<file path="config.mk">
export PLATFORM = sky130hd
export DESIGN_NAME = lfsr_decrypt_engine
export DESIGN_NICKNAME = d
export VERILOG_FILES = /design/src/rtl/lfsr_pkg.sv /design/src/rtl/lfsr7_step.sv /design/src/rtl/lfsr_decrypt_engine.sv
export SDC_FILE = /design/constraint.sdc
export NUM_CORES = 1
export LEC_CHECK = 0
export ABC_AREA = 0
export BUFFER_PORTS_ARGS = -buffer_cell sky130_fd_sc_hd__buf_2
export CAP_MARGIN = 20
export CORE_ASPECT_RATIO = 0.8
export CORE_MARGIN = 3
export CORE_UTILIZATION = 40
export CTS_BUF_LIST = sky130_fd_sc_hd__clkbuf_4 sky130_fd_sc_hd__clkbuf_8 sky130_fd_sc_hd__clkbuf_16
export DETAILED_ROUTE_END_ITERATION = 8
export HOLD_SLACK_MARGIN = 0.03
export PLACE_DENSITY = 0.65
export SLEW_MARGIN = 20
export SYNTH_ARGS = -nofsm -noshare
export SYNTH_HDL_FRONTEND = slang
export SYNTH_HIERARCHICAL = 1
export SYNTH_SLANG_ARGS = --single-unit
</file>
<file path="constraint.sdc">
create_clock -name clk -period 5.8 [get_ports clk]
set_input_delay 0.58 -clock clk [delete_from_list [all_inputs] [get_ports clk]]
set_output_delay 0.58 -clock clk [all_outputs]
set_load 0.02 [all_outputs]
</file>
<file path="src/rtl/lfsr_pkg.sv">
// Shared constants and FSM encoding for the 7-bit LFSR cipher stages.
package lfsr_pkg;

    localparam logic [6:0] TAP_TABLE [9] = '{7'h60, 7'h48, 7'h78, 7'h72, 7'h6A,
                                             7'h69, 7'h5C, 7'h7E, 7'h7B};
    localparam logic [7:0] SPACE_CHAR = 8'h20;
    localparam logic [3:0] NO_TAP     = 4'hF;
    localparam logic [3:0] LAST_TAP   = 4'd8;

    typedef enum logic [2:0] {
        IDLE,
        SEED,
        SEARCH,
        DEC_RD,
        DEC_WR,
        DONE
    } state_t;

endpackage

</file>
<file path="src/rtl/lfsr7_step.sv">
// Purpose: one step of a 7-bit Fibonacci LFSR with a selectable tap mask.
// Latency: combinational.
// Backpressure: none.
module lfsr7_step (
    input  logic [6:0] state,
    input  logic [6:0] taps,
    output logic [6:0] next
);

    assign next = {state[5:0], ^(state & taps)};

endmodule

</file>
<file path="src/rtl/lfsr_decrypt_engine.sv">
// Purpose: recover LFSR seed/tap from the space preamble, then decrypt ciphertext into plaintext memory.
// Latency: req fall to ack = 2 + search cycles + 2*MSG_LEN + 1 (194 worst case at defaults).
// Backpressure: none; req high aborts to IDLE, ack holds until the next req or init.
module lfsr_decrypt_engine
    import lfsr_pkg::*;
#(
    parameter int MIN_SPACES = 8,
    parameter int MSG_LEN    = 64,
    parameter int CT_BASE    = 64,
    parameter int PT_BASE    = 0
) (
    input  logic       clk,
    input  logic       init,
    input  logic       req,
    output logic       ack,
    output logic [7:0] mem_addr,
    output logic       mem_wr_en,
    output logic [7:0] mem_wr_data,
    input  logic [7:0] mem_rd_data,
    output logic [3:0] found_tap,
    output logic       no_match,
    output logic [6:0] parity_errs
);

    localparam logic [7:0] CT_B   = 8'(CT_BASE);
    localparam logic [7:0] PT_B   = 8'(PT_BASE);
    localparam logic [7:0] LAST_I = 8'(MIN_SPACES - 1);
    localparam logic [7:0] LAST_J = 8'(MSG_LEN - 1);

    state_t     state, state_n;
    logic       req_q;
    logic [6:0] seed, seed_n;
    logic [6:0] s, s_n, s_step;
    logic [3:0] k, k_n;
    logic [7:0] i, i_n;
    logic [7:0] j, j_n;
    logic [7:0] rd_q, rd_n;
    logic       ack_n, no_match_n;
    logic [3:0] found_n;
    logic [6:0] perr_n;
    logic [6:0] tap_sel;
    logic [6:0] rd_state;

    assign tap_sel  = (k <= LAST_TAP) ? TAP_TABLE[k] : 7'h00;
    // LFSR state implied by the current read byte if it is a preamble space
    assign rd_state = mem_rd_data[6:0] ^ SPACE_CHAR[6:0];

    lfsr7_step u_step (
        .state (s),
        .taps  (tap_sel),
        .next  (s_step)
    );

    always_ff @(posedge clk) begin
        if (init) begin
            state       <= IDLE;
            req_q       <= 1'b0;
            seed        <= '0;
            s           <= '0;
            k           <= '0;
            i           <= '0;
            j           <= '0;
            rd_q        <= '0;
            ack         <= 1'b0;
            found_tap   <= '0;
            no_match    <= 1'b0;
            parity_errs <= '0;
        end else begin
            state       <= state_n;
            req_q       <= req;
            seed        <= seed_n;
            s           <= s_n;
            k           <= k_n;
            i           <= i_n;
            j           <= j_n;
            rd_q        <= rd_n;
            ack         <= ack_n;
            found_tap   <= found_n;
            no_match    <= no_match_n;
            parity_errs <= perr_n;
        end
    end

    always_comb begin
        state_n     = state;
        seed_n      = seed;
        s_n         = s;
        k_n         = k;
        i_n         = i;
        j_n         = j;
        rd_n        = rd_q;
        ack_n       = ack;
        found_n     = found_tap;
        no_match_n  = no_match;
        perr_n      = parity_errs;
        mem_addr    = '0;
        mem_wr_en   = 1'b0;
        mem_wr_data = '0;

        case (state)
            IDLE: begin
                if (req_q && !req) state_n = SEED;
            end
            SEED: begin
                mem_addr = CT_B;
                seed_n   = rd_state;
                s_n      = rd_state;
                k_n      = '0;
                i_n      = 8'd1;
                state_n  = SEARCH;
            end
            SEARCH: begin
                mem_addr = CT_B + i;
                if (rd_state == s_step) begin
                    s_n = s_step;
                    if (i == LAST_I) begin
                        found_n = k;
                        s_n     = seed;
                        j_n     = '0;
                        state_n = DEC_RD;
                    end else begin
                        i_n = i + 8'd1;
                    end
                end else if (k == LAST_TAP) begin
                    found_n    = NO_TAP;
                    no_match_n = 1'b1;
                    state_n    = DONE;
                end else begin
                    k_n = k + 4'd1;
                    s_n = seed;
                    i_n = 8'd1;
                end
            end
            DEC_RD: begin
                mem_addr = CT_B + j;
                rd_n     = mem_rd_data;
                state_n  = DEC_WR;
            end
            DEC_WR: begin
                mem_addr  = PT_B + j;
                mem_wr_en = 1'b1;
                // odd parity over the stored byte marks a corrupted ciphertext byte
                if (^rd_q) begin
                    mem_wr_data = 8'h80;
                    perr_n      = parity_errs + 7'd1;
                end else begin
                    mem_wr_data = {1'b0, rd_q[6:0] ^ s};
                end
                s_n = s_step;
                if (j == LAST_J) begin
                    state_n = DONE;
                end else begin
                    j_n     = j + 8'd1;
                    state_n = DEC_RD;
                end
            end
            DONE: begin
                ack_n = 1'b1;
            end
            default: state_n = IDLE;
        endcase

        if (req) begin
            state_n    = IDLE;
            ack_n      = 1'b0;
            found_n    = '0;
            no_match_n = 1'b0;
            perr_n     = '0;
        end
    end

endmodule

</file>
==> results of run 1 <==
per-layer routing:
| layer | global-route usage [%] | up-vias |
|---|---|---|
| met1 | 25.7 | 1392 |
| met2 | 26.7 | 83 |
| met5 | 0 | - |
| met4 | 6.65 | 0 |
| li1 | - | 1453 |
| met3 | 5.08 | 9 |
final cells by class:
type | count | area [µm²]
fill | 807 | 4310
clock inverter | 4 | 73.8
clock buffer | 11 | 151
timing repair buffer | 41 | 208
inverter | 8 | 30.0
tap | 108 | 135
sequential | 59 | 1180
multi-input combinational | 309 | 1930
worst paths after layout:
check | from | endpoint | slack (ps) | cells past startpoint
max | k[0] | i[4] | 1960 | 14
min | ack | ack | 450 | 2
max reg2reg | k[0] | i[4] | 1960 | 14
min reg2reg | ack | ack | 450 | 2
per-stage QoR:
stage / area [µm²] / util [%] / instances
floorplan: 3340 / - / 404
detailed placement: 3490 / 43.5 / 525
finish: 3710 / 46.3 / 540
CTS: 3710 / 46.3 / 540
global placement: 3490 / 43.5 / 525
global route: 3710 / 46.3 / 540
layout by cell type (no fill, tap or decap), drive strengths merged, types with 5 or more instances in the layout:
cell type	netlist	final
mux2i	17	17
nand4	7	7
inv	8	8
nand2	54	54
xor2	11	11
nor3	10	10
dfxtp	59	59
o211ai	6	6
clkbuf	16	11
nor2	55	55
a22oi	6	6
buf	12	41
a21oi	20	20
xnor2	26	26
ha	7	7
or3	5	5
nand3	8	8
a311oi	7	7
o21ai	25	25
tightest hold or removal path, stage by stage, from the launching register on:
cell,delay (ps)
dfxtp_1,320
nand2_1,40
o21ai_0,60
registers in the layout (all words and copies together) (netlist names):
name	cells
seed	7
j	8
parity_errs	7
i	8
no_match	1
s	7
k	4
rd_q	8
state	3
ack	1
req_q	1
found_tap	4
cells by family (layout without fill, tap and decap cells):
| kind of cell | count (synthesis) | after routing | synth area share, % |
|---|---|---|---|
| DFF | 59 | 59 | 35.4 |
| buffers and inverters | 36 | 64 | 6.78 |
| muxes | 19 | 19 | 5.77 |
| adders and majority gates | 7 | 7 | 2.62 |
| xor gates and xnor gates | 39 | 39 | 11.0 |
| and+or+nand+nor | 166 | 166 | 23.4 |
| AOI/OAI and AO/OA | 78 | 78 | 15.1 |
power groups by stage:
stage / registers (mW) / logic, mW / clock network, mW
6_report: 0.421 / 0.0573 / 0.431
5_1_grt: 0.422 / 0.0636 / 0.458
4_1_cts: 0.421 / 0.0572 / 0.441
3_5_place_dp: 0.430 / 0.0569 / 0
3_3_place_gp: 0.430 / 0.0561 / 0
2_1_floorplan: 0.424 / 0.0494 / 0
==> metrics, run 1 <==
GR Overflow Total 0; Distinct cells, synth 51; crit start category flop; worst hold slack 454 ps; status completed; vias in the first global route around 2,800; warnings from Yosys 6; maxcap violations 0; crit end category flop; die area 0.00949 mm²; # Post-CTS Setup Buffers 0; Synth Area per Inst 8.27 µm²; internal power ~0.70 mW; Top delay family on crit path simple AND/OR/NAND/NOR gates; Syn-to-layout area delta 11.1%; post-DR wirelength/cell about 15 µm; initial antenna violation count 0; DR DRC count 0; leakage approximately 1.4 nW; clock sink total 59; I/O Pins between 40 and 50; Via Count 2,937; top layer in use met4; first-pass GRT wire length 13,600 µm; Syn Inst Count about 400; routed length on met1 4100 µm; CTS tree yes; switch share 23.4%; # resized after CTS 0; Core Box Area 0.00802 mm²; Hold-fix buffers, CTS 0; slew margin rel. between 40% and 50%; number of setup violations in the final report 0; hold crit path type flop to flop; layout cells sized above 1 approximately 17%; register area share after synthesis 35.4%; crit path DAT 4130 ps; die width 108 µm; RSZ-0062 raised after global routing false; metal3 WL 488 µm; initial DRC count 180; clock power share ~47%; top-area cell type share of the netlist area 35.4%; final worst path period share between 60% and 70%; IO Port Bufs 40; WS Path Type flop to flop; sum of negative setup slack 0 ps; clk_skew 12.5 ps; synthesized area 0.00334 mm²; count leader, synth dfxtp_1; Clock Latency Late Sink 350 ps; total power 0.910 mW; synth top area cells dfxtp_1 35%, xnor2_1 6.8%, nor2_1 6.2%; post-synthesis net count 422; critical path data required time a little over 6000 ps; max-slew violations 0; met2 wire len 3400 µm; Fin. Hold Viols 0; PnR worst setup slack between 1500 and 2000 ps; maximum vdd ir drop 0.000173 V; Vias per Instance 5.44; FP Rows 29; antenna cell count 0; Final nets 446; drt first pass iters 4; antenna-violating nets left 0; GRT Util Overall 18.3%; Comb pwr share 6.3%; CP peak stage delay 550 ps; slowest cell on the critical path or4_1; CTS buffer count 9; crit path cell chain inv_1 -> ha_1 -> inv_1 -> a21oi_1 -> o21ai_0 -> nand2_1 -> xnor3_1 -> xnor3_1 -> xnor2_1 -> nand3_2 -> o211a_1 -> or3_1 -> or4_1 -> nand2_1; Primary FF master, synth dfxtp_1; crit path max fanout 10; DIE HEIGHT 87.7 µm; gpl congestion 0.796; area leader, netlist dfxtp_1; Worst-path clk slew about 60 ps; Flop pwr share 46.3%; Post-synth EDFFs 0; pwr/cell area about 250 mW/mm²; sw power 0.213 mW; H-tree levels 3; buffers and inverters on the worst path 2; Post-synth top cells 59 x dfxtp_1, 55 x nor2_1, 54 x nand2_1; Clock Path Buffers 2; flops & latches, synth 59; Post-synth ARST share 0%; WL final 8100 µm; post-place setup slack roughly 2000 ps; Initial Util 41.7%; pin count of the biggest net entering global routing 36; clk root buf clkbuf_8; Final min period 3840 ps; Worst Tran Pin Value 782 ps; DP Wirelength 5680 µm; fmax 260 MHz
Power figures use the tool's default switching activity.
==> run 2: changes to the inputs <==
ABC_AREA = 1   (was 0)
PLACE_DENSITY = 0.66   (was 0.65)
clock period = 3.1 ns   (was 5.8 ns; I/O delays follow)
==> run 2 against run 1 <==
  * Clock power grew to 2.5 times the previous value
  * Final cell count is 43% higher
  * Setup slack worse by 1600 ps
  * Combinational power grew to 3.3 times the previous value
  * Clock skew is 5.4 ps lower
  * Total power is 130% higher
  * Synthesized cell count is 53% higher
  * Cell area is 21% higher
  * Non-clock buffer count is 5 higher
  * Sequential share of layout area is 5.5 points lower
  * Register-to-register slack worse by 1600 ps
  * Critical path depth is 6 higher
  * Critical path type unchanged
  * Critical endpoint is now j[1]
  * Largest power group unchanged
==> metrics, run 2 <==
maximum vdd ir drop 0.000283 V (+63%); crit start category flop; Post-synth ARST share 0% (unchanged); fmax 359 MHz (+38%); CTS buffer count 9 (unchanged); layout cells sized above 1 17.0% (+0.38 points); I/O Pins 41 (unchanged); post-DR wirelength/cell 13.1 µm (-13%); sum of negative setup slack 0 ps (unchanged); DR DRC count 0 (unchanged); antenna cell count 0 (unchanged); GRT Util Overall 19.1% (+0.87 points); CTS tree yes; pin count of the biggest net entering global routing 28 (-22%); pwr/cell area 462 mW/mm² (+89%); Final min period 2780 ps (-1060 ps); Post-synth top cells 191 x nand2_1, 59 x dfxtp_1, 54 x inv_1; IO Port Bufs 40 (unchanged); Storage cell area 0.00118 mm² (+0.21%); WHS Endpoint rd_q[7]; Reg2Reg Depth 20 (+6); Vias per Instance 5.10 (-6.2%); Hold Path Stages 3 (+1); Post-synth EDFFs 0 (unchanged); slew margin rel. 40.3% (-7.5 points); reg-to-reg slack, setup 320 ps (-1640 ps); synth top area cells dfxtp_1 30%, nand2_1 18%, a21oi_1 6.0%; number of setup violations in the final report 0 (unchanged); drt first pass iters 5 (+1); most frequent cells in the layout 191 x nand2_1, 57 x dfxtp_1, 54 x inv_1; crit end category flop; Primary FF master, synth dfxtp_1; post-synthesis net count 637 (+51%); Fin. Hold Viols 0 (unchanged); PnR worst setup slack 317 ps (-1640 ps); WL final 10,100 µm (+25%); vias in the first global route 3,644 (+32%); WS Path Type flop to flop; Final nets 670 (+50%); H-tree levels 3 (unchanged); DP Wirelength 7430 µm (+31%); leakage 2.08 nW (+44%); initial antenna violation count 0 (unchanged); post-place setup slack 91.0 ps (-1910 ps); critical path data required time 3320 ps (-2770 ps); origin of the worst min-delay path mem_rd_data[7]; commonest non-fill, non-tap cell in the layout nand2_1; Via Count 3,938 (+34%); FF-to-FF Start k[0]; area leader, netlist dfxtp_1; Distinct cells, synth 35 (-31%); maxcap violations 0 (unchanged); Multi-input gate area 0.00232 mm² (+20%); antenna-violating nets left 0 (unchanged); die area 0.0110 mm² (+16%); max-slew violations 0 (unchanged); warnings from Yosys 6 (unchanged); initial DRC count 252 (+40%); Hold-fix buffers, CTS 0 (unchanged); die width 116 µm (+7.6%); GR Overflow Total 0 (unchanged); Clock Path Buffers 2 (unchanged); worst hold slack 204 ps (-250 ps); gpl congestion 0.862 (+8.3%); first-pass GRT wire length 17,000 µm (+25%); Reg-to-Reg End j[1]; Clock Latency Late Sink 330 ps (-20 ps); Syn-to-layout area delta 15.3%; FP Rows 31 (+6.9%); crit path DAT 3000 ps (-1130 ps); Synth Area per Inst 6.31 µm² (-24%); final worst path period share 89.8% (+24 points); flops & latches, synth 59 (unchanged); clk_skew 7.16 ps (-5.37 ps); fill cell count 930 (+15%); count leader, synth nand2_1; top-area cell type share of the netlist area 30.3% (-5.1 points); crit path max fanout 9 (-1); hold crit path type input pin to flop; clk root buf clkbuf_16; largest registers i: 8 flops, j: 8 flops, rd_q: 8 flops; register area share after synthesis 30.3% (-5.1 points); Syn Inst Count 619 (+53%); RSZ-0062 raised after global routing false; DIE HEIGHT 94.4 µm (+7.5%); Core Box Area 0.00927 mm² (+16%); Worst-path clk slew 60 ps (about the same); status completed; Initial Util 42.1% (+0.45 points); synthesized area 0.00390 mm² (+17%); Worst Tran Pin Value 894 ps (+113 ps); clock sink total 59 (unchanged)
run 2: changes by cell type in the layout (fill, tap and decap cells not counted), moves of 7 or more:
| cell | before | now |
|---|---|---|
| nand2_1 | 54 | 191 |
| nand3_1 | 6 | 35 |
| inv_2 | 1 | 17 |
| inv_1 | 7 | 54 |
| clkbuf_8 | 11 | 0 |
| nand2_2 | 0 | 12 |
| a21oi_1 | 20 | 47 |
| clkbuf_16 | 0 | 9 |
| a311oi_1 | 7 | 0 |
| o21ai_0 | 24 | 37 |
| mux2i_1 | 17 | 0 |
| xnor2_1 | 26 | 15 |
run 2: cell type report:
cell class              count  share of cell area [%]
clock inverters             7                    2.22
clock buffers               9                    5.00
repair buffers             46                    5.45
flip-flops and latches     59                    26.3
multi-input cells         462                    51.6
well taps                 115                    3.20
inverters                  74                    6.23
run 2: metrics by stage:
stage	power [mW]	area (µm²)	instances	util (%)
finish	2.08	4500	772	48.6
global route	2.16	4500	772	48.6
CTS	2.09	4470	771	48.2
detailed placement	1.00	4140	755	44.7
global placement	1.00	4140	755	44.7
floorplan	0.960	3900	619	-
run 2: timing repair:
item                                    4_1_cts  5_1_grt
setup buffers                                 0        1
gates resized for setup                       0        7
endpoints found under the setup margin        0       34
run 2: worst max-delay path, stage by stage (launching register included):
cell and delay [ps]:
dfxtp_2 360, inv_1 100, ha_1 330, o21ai_0 170
nand2_1 70, nand2_1 90, inv_1 60, nand2_1 50
nand2_1 50, nand2_1 80, nand2_1 60, nand2_1 60
nand2_1 120, xnor2_1 200, nand3_2 150, nor2_8 160
nand3_4 150, nand2_4 170, inv_2 80, a21oi_1 130
nor2_1 50
run 2: worst max path at each step:
| stage | startpoint | endpoint | cells past startpoint |
|---|---|---|---|
| 4_1_cts | k[1] | s[4] | 21 |
| 3_3_place_gp | k[1] | s[5] | 21 |
| 6_report | k[0] | j[1] | 20 |
| 3_5_place_dp | k[0] | s[4] | 21 |
| 2_1_floorplan | k[0] | j[2] | 20 |
| 5_1_grt | k[1] | s[0] | 22 |
run 2: layer usage:
layer | wire (µm) | share of wire, % | up-vias | track usage (%)
li1 | - | - | 2044 | -
met2 | 4430 | 44 | 128 | 30.2
met4 | 123 | 1.2 | 0 | 6.38
met5 | 0 | 0 | - | 0
met1 | 4890 | 48 | 1752 | 25.7
met3 | 672 | 6.6 | 14 | 4.36
run 2: cells by family (layout without fill, tap and decap cells):
logic type / count (synthesis) / count (layout) / share of synthesized area, %
AND/OR/NAND/NOR: 329 / 329 / 37.4
AO/OA/AOI/OAI: 101 / 101 / 13.7
buffers and inverters: 98 / 136 / 10.8
flip-flops: 59 / 59 / 30.3
XOR/XNOR: 25 / 25 / 5.61
adder cells (fa/ha/maj): 7 / 7 / 2.24
run 2: report_power, final:
group | internal, mW | total (mW) | switching (mW)
Combinational | 0.0639 | 0.189 | 0.125
Sequential | 0.776 | 0.804 | 0.0278
Clock | 0.709 | 1.09 | 0.378
